`src/rtl/spi_cmd_ctrl.sv`:
```
// Command sequencer between an SPI slave byte interface and an internal register bus.
// Optional frame timeout is compiled in when SPI_CMD_TIMEOUT_EN is defined.
module spi_cmd_ctrl #(
  parameter int         ADDR_W    = 7,
  parameter logic [7:0] IDLE_BYTE = 8'h00,
  parameter int         TIMEOUT   = 4096
) (
  input  logic              clk,
  input  logic              rst,
  input  logic [7:0]        byte_data,
  input  logic              byte_valid,
  input  logic              byte_first,
  output logic [7:0]        tx_data,
  output logic [ADDR_W-1:0] reg_addr,
  output logic [7:0]        reg_wdata,
  output logic              reg_wr,
  output logic              reg_rd,
  input  logic [7:0]        reg_rdata,
  input  logic              reg_ack,
  output logic              overrun,
  output logic              busy
);

  typedef enum logic [2:0] {IDLE, WRITE, READ, WAIT_W, WAIT_R} state_t;

  state_t            state, state_nxt;
  logic              vld_p0, first_p0;
  logic [7:0]        data_p0;
  logic              evt_cmd, evt_data, evt_late;
  logic              hold_vld, hold_nxt;
  logic [7:0]        hold_byte, hold_byte_nxt;
  logic [ADDR_W-1:0] addr_nxt;
  logic [7:0]        wdata_nxt, tx_nxt;
  logic              wr_nxt, rd_nxt, ovr_nxt;
  logic              tmo_hit;

  function automatic logic [ADDR_W-1:0] addr_inc(input logic [ADDR_W-1:0] a);
    return a + ADDR_W'(1);
  endfunction

  // Stage p0: hold the received byte one clk so a late first-byte flag can still classify it
  always_ff @(posedge clk or posedge rst) begin
    if (rst) begin
      vld_p0   <= 1'b0;
      first_p0 <= 1'b0;
    end else if (byte_valid) begin
      vld_p0   <= 1'b1;
      first_p0 <= byte_first;
    end else if (evt_late) begin
      first_p0 <= 1'b1;
    end else begin
      vld_p0   <= 1'b0;
      first_p0 <= 1'b0;
    end
  end

  always_ff @(posedge clk) begin
    if (byte_valid) data_p0 <= byte_data;
  end

  assign evt_cmd  = vld_p0 & first_p0;
  assign evt_late = vld_p0 & ~first_p0 & byte_first;
  assign evt_data = vld_p0 & ~first_p0 & ~byte_first;

`ifdef SPI_CMD_TIMEOUT_EN
  localparam int TMO_W = $clog2(TIMEOUT + 1);
  logic [TMO_W-1:0] tmo_cnt;

  always_ff @(posedge clk or posedge rst) begin
    if (rst) begin
      tmo_cnt <= '0;
    end else if (byte_valid || state == IDLE) begin
      tmo_cnt <= '0;
    end else if ((state == WRITE || state == READ) && tmo_cnt != TMO_W'(TIMEOUT)) begin
      tmo_cnt <= tmo_cnt + TMO_W'(1);
    end
  end

  assign tmo_hit = (state == WRITE || state == READ) && (tmo_cnt == TMO_W'(TIMEOUT));
`else
  // Frames never expire in this build; the comparison is constant false.
  assign tmo_hit = (TIMEOUT < 0);
`endif

  always_comb begin
    state_nxt     = state;
    addr_nxt      = reg_addr;
    wdata_nxt     = reg_wdata;
    wr_nxt        = reg_wr;
    rd_nxt        = reg_rd;
    tx_nxt        = tx_data;
    ovr_nxt       = overrun;
    hold_nxt      = hold_vld;
    hold_byte_nxt = hold_byte;

    if (evt_cmd) begin
      hold_nxt      = 1'b1;
      hold_byte_nxt = data_p0;
    end

    if (reg_wr || reg_rd) begin
      if (evt_data) ovr_nxt = 1'b1;
      if (reg_ack) begin
        wr_nxt = 1'b0;
        rd_nxt = 1'b0;
        if (hold_nxt) begin
          // Abandoned access finished: drop its result and start the new command at once
          hold_nxt = 1'b0;
          ovr_nxt  = 1'b0;
          addr_nxt = hold_byte_nxt[ADDR_W-1:0];
          if (hold_byte_nxt[7]) begin
            state_nxt = WRITE;
          end else begin
            rd_nxt    = 1'b1;
            state_nxt = WAIT_R;
          end
        end else if (state == WAIT_W) begin
          addr_nxt  = addr_inc(reg_addr);
          state_nxt = WRITE;
        end else begin
          tx_nxt    = reg_rdata;
          state_nxt = READ;
        end
      end
    end else if (hold_nxt) begin
      hold_nxt = 1'b0;
      ovr_nxt  = 1'b0;
      addr_nxt = hold_byte_nxt[ADDR_W-1:0];
      if (hold_byte_nxt[7]) begin
        state_nxt = WRITE;
      end else begin
        rd_nxt    = 1'b1;
        state_nxt = WAIT_R;
      end
    end else if (tmo_hit) begin
      state_nxt = IDLE;
      tx_nxt    = IDLE_BYTE;
    end else if (evt_data) begin
      case (state)
        WRITE: begin
          wdata_nxt = data_p0;
          wr_nxt    = 1'b1;
          state_nxt = WAIT_W;
        end
        READ: begin
          addr_nxt  = addr_inc(reg_addr);
          rd_nxt    = 1'b1;
          state_nxt = WAIT_R;
        end
        default: ;
      endcase
    end
  end

  // Stage p1: sequencer state and registered bus outputs
  always_ff @(posedge clk or posedge rst) begin
    if (rst) begin
      state     <= IDLE;
      reg_addr  <= '0;
      reg_wdata <= '0;
      reg_wr    <= 1'b0;
      reg_rd    <= 1'b0;
      tx_data   <= IDLE_BYTE;
      overrun   <= 1'b0;
      hold_vld  <= 1'b0;
    end else begin
      state     <= state_nxt;
      reg_addr  <= addr_nxt;
      reg_wdata <= wdata_nxt;
      reg_wr    <= wr_nxt;
      reg_rd    <= rd_nxt;
      tx_data   <= tx_nxt;
      overrun   <= ovr_nxt;
      hold_vld  <= hold_nxt;
    end
  end

  always_ff @(posedge clk) begin
    hold_byte <= hold_byte_nxt;
  end

  assign busy = reg_wr | reg_rd;

endmodule

```
`config.mk`:
```
export PLATFORM = sky130hd
export DESIGN_NAME = spi_cmd_ctrl
export DESIGN_NICKNAME = d
export VERILOG_FILES = /design/src/rtl/spi_cmd_ctrl.sv
export SDC_FILE = /design/constraint.sdc
export NUM_CORES = 1
export LEC_CHECK = 0
export CAP_MARGIN = 20
export CELL_PAD_IN_SITES_DETAIL_PLACEMENT = 0
export CELL_PAD_IN_SITES_GLOBAL_PLACEMENT = 1
export CORE_MARGIN = 1
export CORE_UTILIZATION = 39
export DETAILED_ROUTE_END_ITERATION = 10
export PLACE_DENSITY_LB_ADDON = 0.1
export SYNTH_ARGS = -nofsm -noshare
export SYNTH_HDL_FRONTEND = slang
export SYNTH_SLANG_ARGS = --single-unit
```
`constraint.sdc`:
```
create_clock -name clk -period 2.4 [get_ports clk]
set_input_delay 0.24 -clock clk [delete_from_list [all_inputs] [get_ports clk]]
set_output_delay 0.24 -clock clk [all_outputs]
set_load 0.02 [all_outputs]
```
# After elaboration in Yosys (flattened, before gate mapping)
# Index checks and enable logic that the tools add are counted.
[classes]
n_mux = 41
bitwise = 10
n_eq_ne = 8
reduce_logical = 13
n_addsub = 1
[op_table]
columns = ["cell", "count"]
rows = [
  ["2-to-1 mux 7 bit", 7],
  ["2-to-1 mux 1 bit", 25],
  ["AND reduction 4 bit", 5],
  ["2-to-1 mux 3 bit", 6],
  ["2-to-1 mux 8 bit", 1],
  ["adder 7 x 1 -> 7 bit (second input constant)", 1],
  ["equality test 3 x 2 -> 1 bit (second input constant)", 2],
  ["!= test 3 x 2 -> 1 bit (second input constant)", 2],
  ["one-hot mux 3 bit (2 select lines)", 1],
  ["nonzero test 2 bit", 3],
  ["nonzero test 3 bit", 2],
  ["NOT 1 bit", 5],
  ["bitwise AND 1 bit", 4],
  ["!= test 2 bit (second input constant)", 2],
  ["nonzero test 4 bit", 1],
  ["equality test 3 x 1 -> 1 bit (second input constant)", 1],
  ["AND reduction 3 bit", 1],
  ["2-to-1 mux 2 bit", 1],
  ["!= test 2 x 1 -> 1 bit (second input constant)", 1],
  ["logical OR 1 bit", 1],
  ["bitwise OR 1 bit", 1],
]
[totals]
ff_bits = 48
out_inout_bits = 27
inputBits = 21

# Longest topological paths before layout
[logic_depth]
depth_word = 7
ltp_mapped = 6
mapped_depth_nobuf = 6

# Worst setup path after synthesis
# No wires, ideal clock.
[synth_path]
kind = "register to register"
startpoint = "register reg_rd"
endpoint = "register reg_wdata[2]"
arrival_time_ns = 1.684
required_ns = 2.275
path_stages_with_launch = 5
setup_time_ns = 0.125
path_slack_ns = 0.591
synth_period_minus_slack_ns = 1.809
path_buffers = 0
path_cell_list = "dfrtp_1 nor2_2 inv_2 nor4_4 mux2_2"
[synth_between]
elab_chain_len = 3
[synth_lines]
columns = ["element", "line_no", "rtl"]
rows = [
  ["from (decl)", "17", "output logic reg_rd,"],
  ["from (signal assigned)", "171", "reg_rd <= rd_nxt;"],
  ["logical OR 1 bit", "101", "if (reg_wr || reg_rd) begin"],
  ["NOT 1 bit (no source line)", "-", ""],
  ["AND reduction 4 bit (no source line)", "-", ""],
  ["to (signal assigned)", "169", "reg_wdata <= wdata_nxt;"],
  ["to (decl)", "15", "output logic [7:0] reg_wdata,"],
]
# Every way passes these cells.
# A chain may end at the register's enable or synchronous reset.

# Worst setup path after layout
[layout_path]
startpoint = "register reg_wr"
endpoint = "output port busy"
[layout_between]
elab_chain_len = 1
[layout_lines]
columns = ["element", "line_no", "rtl"]
rows = [
  ["from (decl)", "16", "output logic reg_wr,"],
  ["from (signal assigned)", "170", "reg_wr <= wr_nxt;"],
  ["bitwise OR 1 bit", "182", "assign busy = reg_wr | reg_rd;"],
  ["to (decl)", "21", "output logic busy"],
]
# Every way passes these cells.

==> reports/results.ini <==
[synthesis]
ys_warn_count=0
synth_top_family_by_area=compound AO/OA/AOI/OAI gates
synth_common_cells=dfrtp_1 (32), mux2_2 (19), nand2_1 (13)
async_flop_share_pct=66.7
ys_seq_area_share_pct=58.5
synth-xor-area-share_pct=0
yosysTopAreaCellShare_pct=39.0
synthMuxAreaShare_pct=12.1
avgSynthCellArea_um2=12.4
synth_cell_type_count=46
syn_area_um2=2050
yosys-top-cells-area=dfrtp_1 (39%), edfxtp_1 (12%), mux2_2 (10%), dfxtp_1 (7.8%), a21oi_1 (2.4%)
yosysMostFrequentCell=dfrtp_1
synth_flop_cell=dfrtp_1
synth.net_count=188
ys_ff_latch=48
syn_inst=166
synth-edff-count=8
synth-adder-area-share_pct=0.610
yosys.area_share.simple_pct=12.5
yosysTopAreaCell=dfrtp_1
synth-compound-area-share_pct=14.8

[clock_tree]
ctsHoldBuffers=0
cts_tree=built
post_cts_buffers=0
clock-sinks=48
cts_root_buf=clkbuf_8
clockBufferDepth=2
cts_buffers=5
ctsResizeCount=0
worstSkewPairLatency_ns=0.29
clk_pin_slew_ns=0.08
h-tree-depth=2

[cells_and_area]
final_cells=293
insertedDiodeCount=0
multi_input_area_um2=820
nets=244
area_delta_synth_final_pct=33.7
regArea_um2=1200
fin_area_um2=2740
num-fill-cells=472
drive_above_1_share_pct=17.9
postLayoutCoreUtil_pct=54.0

[placement]
place_inst=285
dp_slack_ns=0.318
placed_area_um2=2640
gp_congestion=0.822
port_buffers=47
hpwl_mm=3.21

[global_route]
grt_usage_pct=17.4
gr-total-overflow=0
grt_max_degree=23
first_global_vias=1534
grt_pass1_wl_mm=7.11
use_met1_pct=22.0
grt.busiest_layer=met2
antenna_found_initial=0
met2_usage_pct=28.2
use_met3_pct=4.47

[power]
power_density_nw_per_um2=1230
vdd_ir_drop_max_mv=0.548
seq_power_share_pct=39.0
clock_power_share_pct=16.6
leakage_nw=1.11
internal_power_mw=2.17
comb_power_share_pct=44.4
switching_power_mw=1.21
switching_share_pct=35.9
power_mw=3.38

[setup_path]
crit_chain=nor2_2, inv_2, clkdlybuf4s50_1
slowest_stage=clkdlybuf4s50_1
r2r_setup_slack_ns=0.50
critPathRequiredTime_ns=2.16
crit_type=reg -> out
setup.worst_path.end_class=primary output
crit_start=reg_wr
r2r_end=reg_addr[4]
start_kind=register
worst_ep_arrival_time_ns=1.71
ff2ff_path_depth=6
slowest_delay_ns=0.57
crit_fanout=9
r2r_start=reg_wr

[timing]
period_needed_ns=1.95
finalSetupViolations=0
worst-slew-pin-transition_ns=0.574
grt_setup_unrepaired=false
clock.fmax_mhz=513
fin_crit_sh_pct=81.1
slew_viol_final=0
max_slew_margin_pct=61.3
timing.final.ws_setup_ns=0.453
hold_viol=0
whs_ns=0.231
finClkSkew_ns=0.00666
tns_ns=0

[die]
coreArea_um2=5070
fp.dieH_um=74.5
die_w_um=74.5
die_area_um2=5560
fp-row-count=26
pin_count=48
initial_utilization_pct=40.4

[flow_run]
cap_viol_max_count=0

[routing]
wire_per_inst_um=14.6
drtIter0Drc=83
vias=1503
drcViolationCount=0
antenna_left=0
drt_pass1_iterations=4
vias_per_cell=5.13
totalWireLength_mm=4.28

[hold_path]
hp-class=in -> async

[run_status]
outcome=finished clean

-- worst max-delay path: cells and delay by family, from the launching register on --
| family | cells | cell delay (ns) |
|---|---|---|
| buffers and inverters | 2 | 0.74 |
| and+or+nand+nor | 1 | 0.24 |
| DFF | 1 | 0.44 |
-- layout make-up --
type                       count  share of cell area (%)
clock buffer                   6                    2.65
multi-input combinational    110                    29.9
clock inverter                 2                    1.28
inverter                       5                   0.684
timing repair buffer          52                    18.5
tap                           70                    3.19
sequential                    48                    43.8
-- power groups by stage --
stage	Clock, mW	Combinational, mW	Sequential [mW]
6_report	0.561	1.50	1.32
3_3_place_gp	0	1.48	1.32
2_1_floorplan	0	0.621	1.55
3_5_place_dp	0	1.50	1.34
4_1_cts	0.592	1.51	1.32
5_1_grt	0.620	1.61	1.36
-- state kept, by name, indices dropped and copies added, names as in the netlist --
register   flops
data_p0        8
reg_wr         1
overrun        1
first_p0       1
vld_p0         1
reg_rd         1
reg_addr       7
hold_byte      8
hold_vld       1
reg_wdata      8
state          3
tx_data        8
-- cell families after synthesis --
family / Yosys count
buffers and inverters: 8
DFF: 48
adders and majority gates: 1
AOI/OAI and AO/OA: 42
muxes: 22
and+or+nand+nor: 45
-- layout by cell type, fill, tap and decap left out, types with 2 or more instances in the layout --
cell	netlist	routed
clkbuf_8	0	5
nor2_1	12	12
nand4_1	2	2
inv_1	4	4
nand3_1	3	3
mux2_1	3	3
o22ai_1	2	2
nand3b_1	3	3
a21oi_1	10	10
a21o_1	2	2
dfxtp_1	8	8
dfrtp_1	32	32
nand2b_1	5	5
o21ai_0	8	8
clkdlybuf4s50_1	0	47
mux2_2	19	19
nand2_1	13	13
o22a_1	2	2
buf_4	0	5
edfxtp_1	8	8
-- worst max-delay path by stage --
stage / to / slack, ns / cells after the start
2_1_floorplan: reg_wdata[2] / 0.59 / 4
3_3_place_gp: reg_addr[4] / 0.36 / 6
3_5_place_dp: reg_addr[4] / 0.32 / 6
4_1_cts: busy / 0.44 / 3
5_1_grt: busy / 0.35 / 3
6_report: busy / 0.45 / 3
-- routing by layer --
layer	wire length, um	up-vias	share of wire (%)
met5	0	-	0
met4	22	0	0.51
met3	196	2	4.6
met2	2110	47	49
met1	1950	726	46
li1	-	728	-
(Power assumes the default switching activity.)
==> edit 1 (same flow settings) <==
Add a define of `SPI_CMD_TIMEOUT_EN`.
--- a/src/rtl/spi_cmd_ctrl.sv
+++ b/src/rtl/spi_cmd_ctrl.sv
@@ -1,4 +1,6 @@
 // Command sequencer between an SPI slave byte interface and an internal register bus.
 // Optional frame timeout is compiled in when SPI_CMD_TIMEOUT_EN is defined.
+`define SPI_CMD_TIMEOUT_EN
+
 module spi_cmd_ctrl #(
   parameter int         ADDR_W    = 7,
Function: no difference found for any inputs over 10 cycles, from zero or initial values and one cycle with rst high; that may be too few to reach the edited logic, so the function may still have changed.
==> edit 1 against the unedited design <==
  * Wire length increased by 46%
  * Critical endpoint is now reg_addr[6]
  * Highest routed layer unchanged
  * Power increased by 30%
  * Count of clock-buffer cells in the layout increased by 3
  * Combinational power increased by 19%
  * Critical path type is now register to register
  * Synthesized cell count increased by 61%
  * Design area increased by 32%
  * Worst setup slack got worse by 0.049 ns
  * Sequential cell count increased by 13
  * Area after synthesis increased by 36%
==> edit 1: results (changes against the unedited design) <==
| Metric | Value |
|---|---|
| Outcome | finished clean |
| R2R depth | 7 (+1) |
| Vias in the first global route | 2,156 (+41%) |
| Synth area leaders | dfrtp_1 40%, edfxtp_1 8.6%, dfxtp_1 5.7% |
| Register bank with the most flops | tmo_cnt |
| H-Tree Depth | 3 (+1) |
| Mapped Nets | 292 (+55%) |
| Worst Hold Slack | 0.2415 ns (+0.01074 ns) |
| Slew margin rel. | 66.76% (+5.5 points) |
| Gr usage total | 18.91% (+1.5 points) |
| Slowest-stage cell, CP | a211o_2 |
| Mux share of post-synthesis cell area | 3.767% (-8.3 points) |
| Post-CTS Setup Bufs | 0 (unchanged) |
| Worst R2R Start | tmo_cnt[0] |
| FF-to-FF setup slack | 0.40 ns (-0.10 ns) |
| Largest stage delay on the critical path | 0.39 ns (-0.18 ns) |
| Final RePlAce weighted congestion | 0.7509 (-8.6%) |
| Leak | 1.521 nW (+37%) |
| Post-CTS resize count | 0 (unchanged) |
| Compound-Gate Fraction of Synth Area | 15.65% (+0.89 points) |
| Pre-CTS WS | 0.2362 ns (-0.08147 ns) |
| Layout cells sized above 1 | 12.73% (-5.2 points) |
| Avg WL per Cell | 14.64 um (+0.17%) |
| CP max FO | 8 (-1) |
| Post-synth ARST share | 73.77% (+7.1 points) |
| First-pass GRT wire length | 10.63 mm (+50%) |
| Unique cell type count in the Yosys netlist | 49 (+6.5%) |
| Post-synthesis adder-cell area fraction | 1.345% (+0.74 points) |
| Dpl hpwl | 4.463 mm (+39%) |
| Clock skew | 0.01154 ns (+0.004889 ns) |
| Sequential area share after synthesis | 54.71% (-3.8 points) |
| Largest net degree at the start of global routing | 25 (+8.7%) |
| XOR/XNOR Fraction of Synth Area | 3.453% (+3.5 points) |
| Post-DR vias/cell | 5.110 (-0.38%) |
| Worst Path Arrival | 2.22 ns (+0.51 ns) |
| Initial DRC count | 208 (+150%) |
| Worst-Skew Late Latency | 0.34 ns (+0.05 ns) |
| Top cells by count, synth | 45 x dfrtp_1, 28 x nand2_1, 24 x nor2_1, 20 x o21ai_0, 17 x a21oi_1 |
| Final net count | 349 (+43%) |
| RR Endpoint | reg_addr[6] |
| Worst VDD drop | 0.4754 mV (-13%) |
| Total CTS buffers | 9 (+4) |
edit 1: routing by layer:
metal | part of all wire [%] | vias up | GRT usage [%]
met3 | 5.6 | 7 | 5.048
met2 | 41 | 63 | 25.83
li1 | - | 1080 | -
met5 | 0 | - | 0
met4 | 1.3 | 0 | 7.727
met1 | 52 | 1027 | 28.18
edit 1: area by class of cell:
cell class	instances	area (um2)
clock buffer	9	123.9
clock inverter	7	97.59
fill	627	3237
inverter	13	48.80
multi-input combinational	186	1180
sequential	61	1526
tap	96	120.1
timing repair buffer	54	535.5
edit 1: cells by family (layout without fill, tap and decap cells):
logic type	count (synthesis)	after routing
mux	9	9
fa+ha+maj	3	3
simple gates	97	97
xor+xnor	11	11
buf+inv	21	83
compound gates	66	66
flops	61	61
edit 1: power by group:
group	internal, mW	switching, mW
registers	1.33	0.252
logic	0.857	0.922
clock network	0.590	0.429
edit 1: critical path, delay by kind of cell (launching register included):
kind,cells,cell delay [ns]
AOI/OAI and AO/OA,1,0.39
buffers and inverters,1,0.08
adders and majority gates,1,0.20
muxes,1,0.31
and+or+nand+nor,3,0.54
DFF,1,0.37
edit 1: worst max-delay path by stage:
| stage | depth (start not counted) | from | slack, ns | endpoint |
|---|---|---|---|---|
| 5_1_grt | 7 | tmo_cnt[0] | 0.23 | state[0] |
| 3_5_place_dp | 5 | byte_first | 0.24 | reg_wdata[2] |
| 3_3_place_gp | 5 | byte_first | 0.27 | reg_wdata[2] |
| 4_1_cts | 7 | tmo_cnt[0] | 0.40 | reg_addr[6] |
| 2_1_floorplan | 7 | tmo_cnt[0] | 0.56 | reg_addr[6] |
| 6_report | 7 | tmo_cnt[0] | 0.40 | reg_addr[6] |
edit 1: per-stage QoR:
step	instance area (um2)	util (%)	instances
after CTS	3632	52.88	426
after floorplan	2790	-	268
after detailed placement	3411	49.65	410
after global placement	3411	49.65	410
final	3632	52.88	426
after global routing	3632	52.88	426
==> edit 2 (same flow settings) <==
Without the edit above. Re-encode `state_t` (5 states) as one-hot, 5 bits wide.
--- a/src/rtl/spi_cmd_ctrl.sv
+++ b/src/rtl/spi_cmd_ctrl.sv
@@ -22,5 +22,5 @@
 );
 
-  typedef enum logic [2:0] {IDLE, WRITE, READ, WAIT_W, WAIT_R} state_t;
+  typedef enum logic [4:0] {IDLE = 5'b00001, WRITE = 5'b00010, READ = 5'b00100, WAIT_W = 5'b01000, WAIT_R = 5'b10000} state_t;
 
   state_t            state, state_nxt;
Formal check against the unedited RTL: no difference found for any inputs over 10 cycles, from zero or initial values and one cycle with rst high; not proved beyond that.
==> edit 2 against the unedited design <==
  * Worst setup slack got worse by 0.091 ns
  * Final cell count increased by 3.1%
  * Power decreased by 1.6%
  * Design area increased by 6.6%
  * Sequential cell count increased by 2
  * Worst hold slack improved by 0.039 ns
  * Area after synthesis increased by 11%
  * Wire length increased by 12%
  * Critical path type unchanged
  * Largest power group unchanged
==> edit 2: results (changes against the unedited design) <==
| Metric | Value |
|---|---|
| Initial DRC count | 60 (-28%) |
| Synth Flop Type | dfrtp_1 |
| Post-CTS Setup Bufs | 0 (unchanged) |
| Final RePlAce weighted congestion | 0.7605 (-7.5%) |
| Unique cell type count in the Yosys netlist | 51 (+11%) |
| Post-synth ARST share | 68.00% (+1.3 points) |
| Largest net degree at the start of global routing | 24 (+4.3%) |
| Clock skew | 0.009082 ns (+0.002427 ns) |
| Routed wire length | 4.808 mm (+12%) |
| Top cells by count, synth | 33 x dfrtp_1, 25 x mux2_2, 13 x nand2_1, 10 x a21oi_1 |
| FF-to-FF setup slack | 0.39 ns (-0.11 ns) |
| Gr usage total | 17.28% (-0.090 points) |
| Mapped Nets | 202 (+7.4%) |
| First-pass GRT wire length | 8.142 mm (+15%) |
| Slew margin rel. | 57.77% (-3.5 points) |
| Crit path from | reg_rd |
| Final net count | 251 (+2.9%) |
| Outcome | finished clean |
| Initial antenna violation count | 0 (unchanged) |
| Via count | 1,628 (+8.3%) |
| Dpl hpwl | 3.557 mm (+11%) |
| Worst R2R Start | first_p0 |
| Synth area leaders | dfrtp_1 36%, mux2_2 12%, edfxtp_1 11% |
| Non-Filler Instances | 302 (+3.1%) |
| RR Endpoint | reg_addr[5] |
| Placed Cells incl. Taps | 294 (+3.2%) |
| Fillers | 490 (+3.8%) |
| Total CTS buffers | 5 (unchanged) |
| Sequential area share after synthesis | 55.12% (-3.4 points) |
| Worst VDD drop | 0.4915 mV (-10%) |
| R2R depth | 4 (-2) |
| Leak | 1.194 nW (+7.5%) |
| Gate Count Post-Synth | 180 (+8.4%) |
| Layout cells sized above 1 | 19.57% (+1.6 points) |
| Worst Path Arrival | 1.80 ns (+0.09 ns) |
| DP Area | 0.002813 mm2 (+6.7%) |
edit 2: changes by cell type after synthesis, sizes merged, moves of 3 or more:
cell    delta
nand3b     -3
nor3       +3
mux2       +3
nand2b     -3
buf        +4
nor2b      +3
nor2       -6
edit 2: final cells by class:
cell class	count	area, um2	share of cell area (%)
Sequential cell	50	1252	42.85
Multi-Input combinational cell	118	953.4	32.62
Timing Repair Buffer	49	498.0	17.04
Tap cell	72	90.09	3.082
Clock buffer	6	72.57	2.483
Clock inverter	2	37.54	1.284
Inverter	5	18.77	0.6421
edit 2: per-stage QoR:
step | hold slack (ns) | setup WS, ns
final | 0.2701 | 0.3612
after global routing | 0.2979 | 0.2301
after CTS | 0.2828 | 0.3532
after detailed placement | 0.4344 | 0.2325
after global placement | 0.4304 | 0.3199
after floorplan | 0.3323 | 0.6526
edit 2: worst max-delay path: stages, from the launching register on:
cell and delay (ns):
dfrtp_1 0.48, nor2_1 0.08, buf_4 0.16, inv_2 0.15
clkdlybuf4s50_1 0.63
edit 2: worst min path at each step:
stage | startpoint | endpoint | slack, ns | depth (start not counted)
global route | rst | tx_data[3] | 0.30 | 2
detailed placement | hold_byte[0] | hold_byte[0] | 0.43 | 2
floorplan | byte_valid | vld_p0 | 0.33 | 1
CTS | rst | reg_wdata[6] | 0.28 | 2
global placement | hold_byte[0] | hold_byte[0] | 0.43 | 2
finish | rst | tx_data[3] | 0.27 | 2
edit 2: kinds of logic (layout without fill, tap and decap cells):
kind of cell	Yosys count	count (layout)	synth area share (%)
simple gates	44	44	11.89
flops	50	50	55.12
buf+inv	12	62	2.918
fa+ha+maj	1	1	0.5506
mux	27	27	13.27
compound gates	46	46	16.25
edit 2: where the power goes:
| part | leakage [nW] | switching (mW) | internal (mW) |
|---|---|---|---|
| Combinational | 0.571 | 0.692 | 0.697 |
| Clock | 0.0514 | 0.275 | 0.311 |
| Sequential | 0.571 | 0.226 | 1.12 |
edit 2: metal layers:
| layer | vias to the layer above | wire (um) | global-route usage (%) |
|---|---|---|---|
| met2 | 50 | 2240 | 25.88 |
| met1 | 801 | 2291 | 24.61 |
| met5 | - | 0 | 0 |
| met3 | 7 | 213 | 3.837 |
| met4 | 0 | 63 | 5.926 |
| li1 | 770 | - | - |
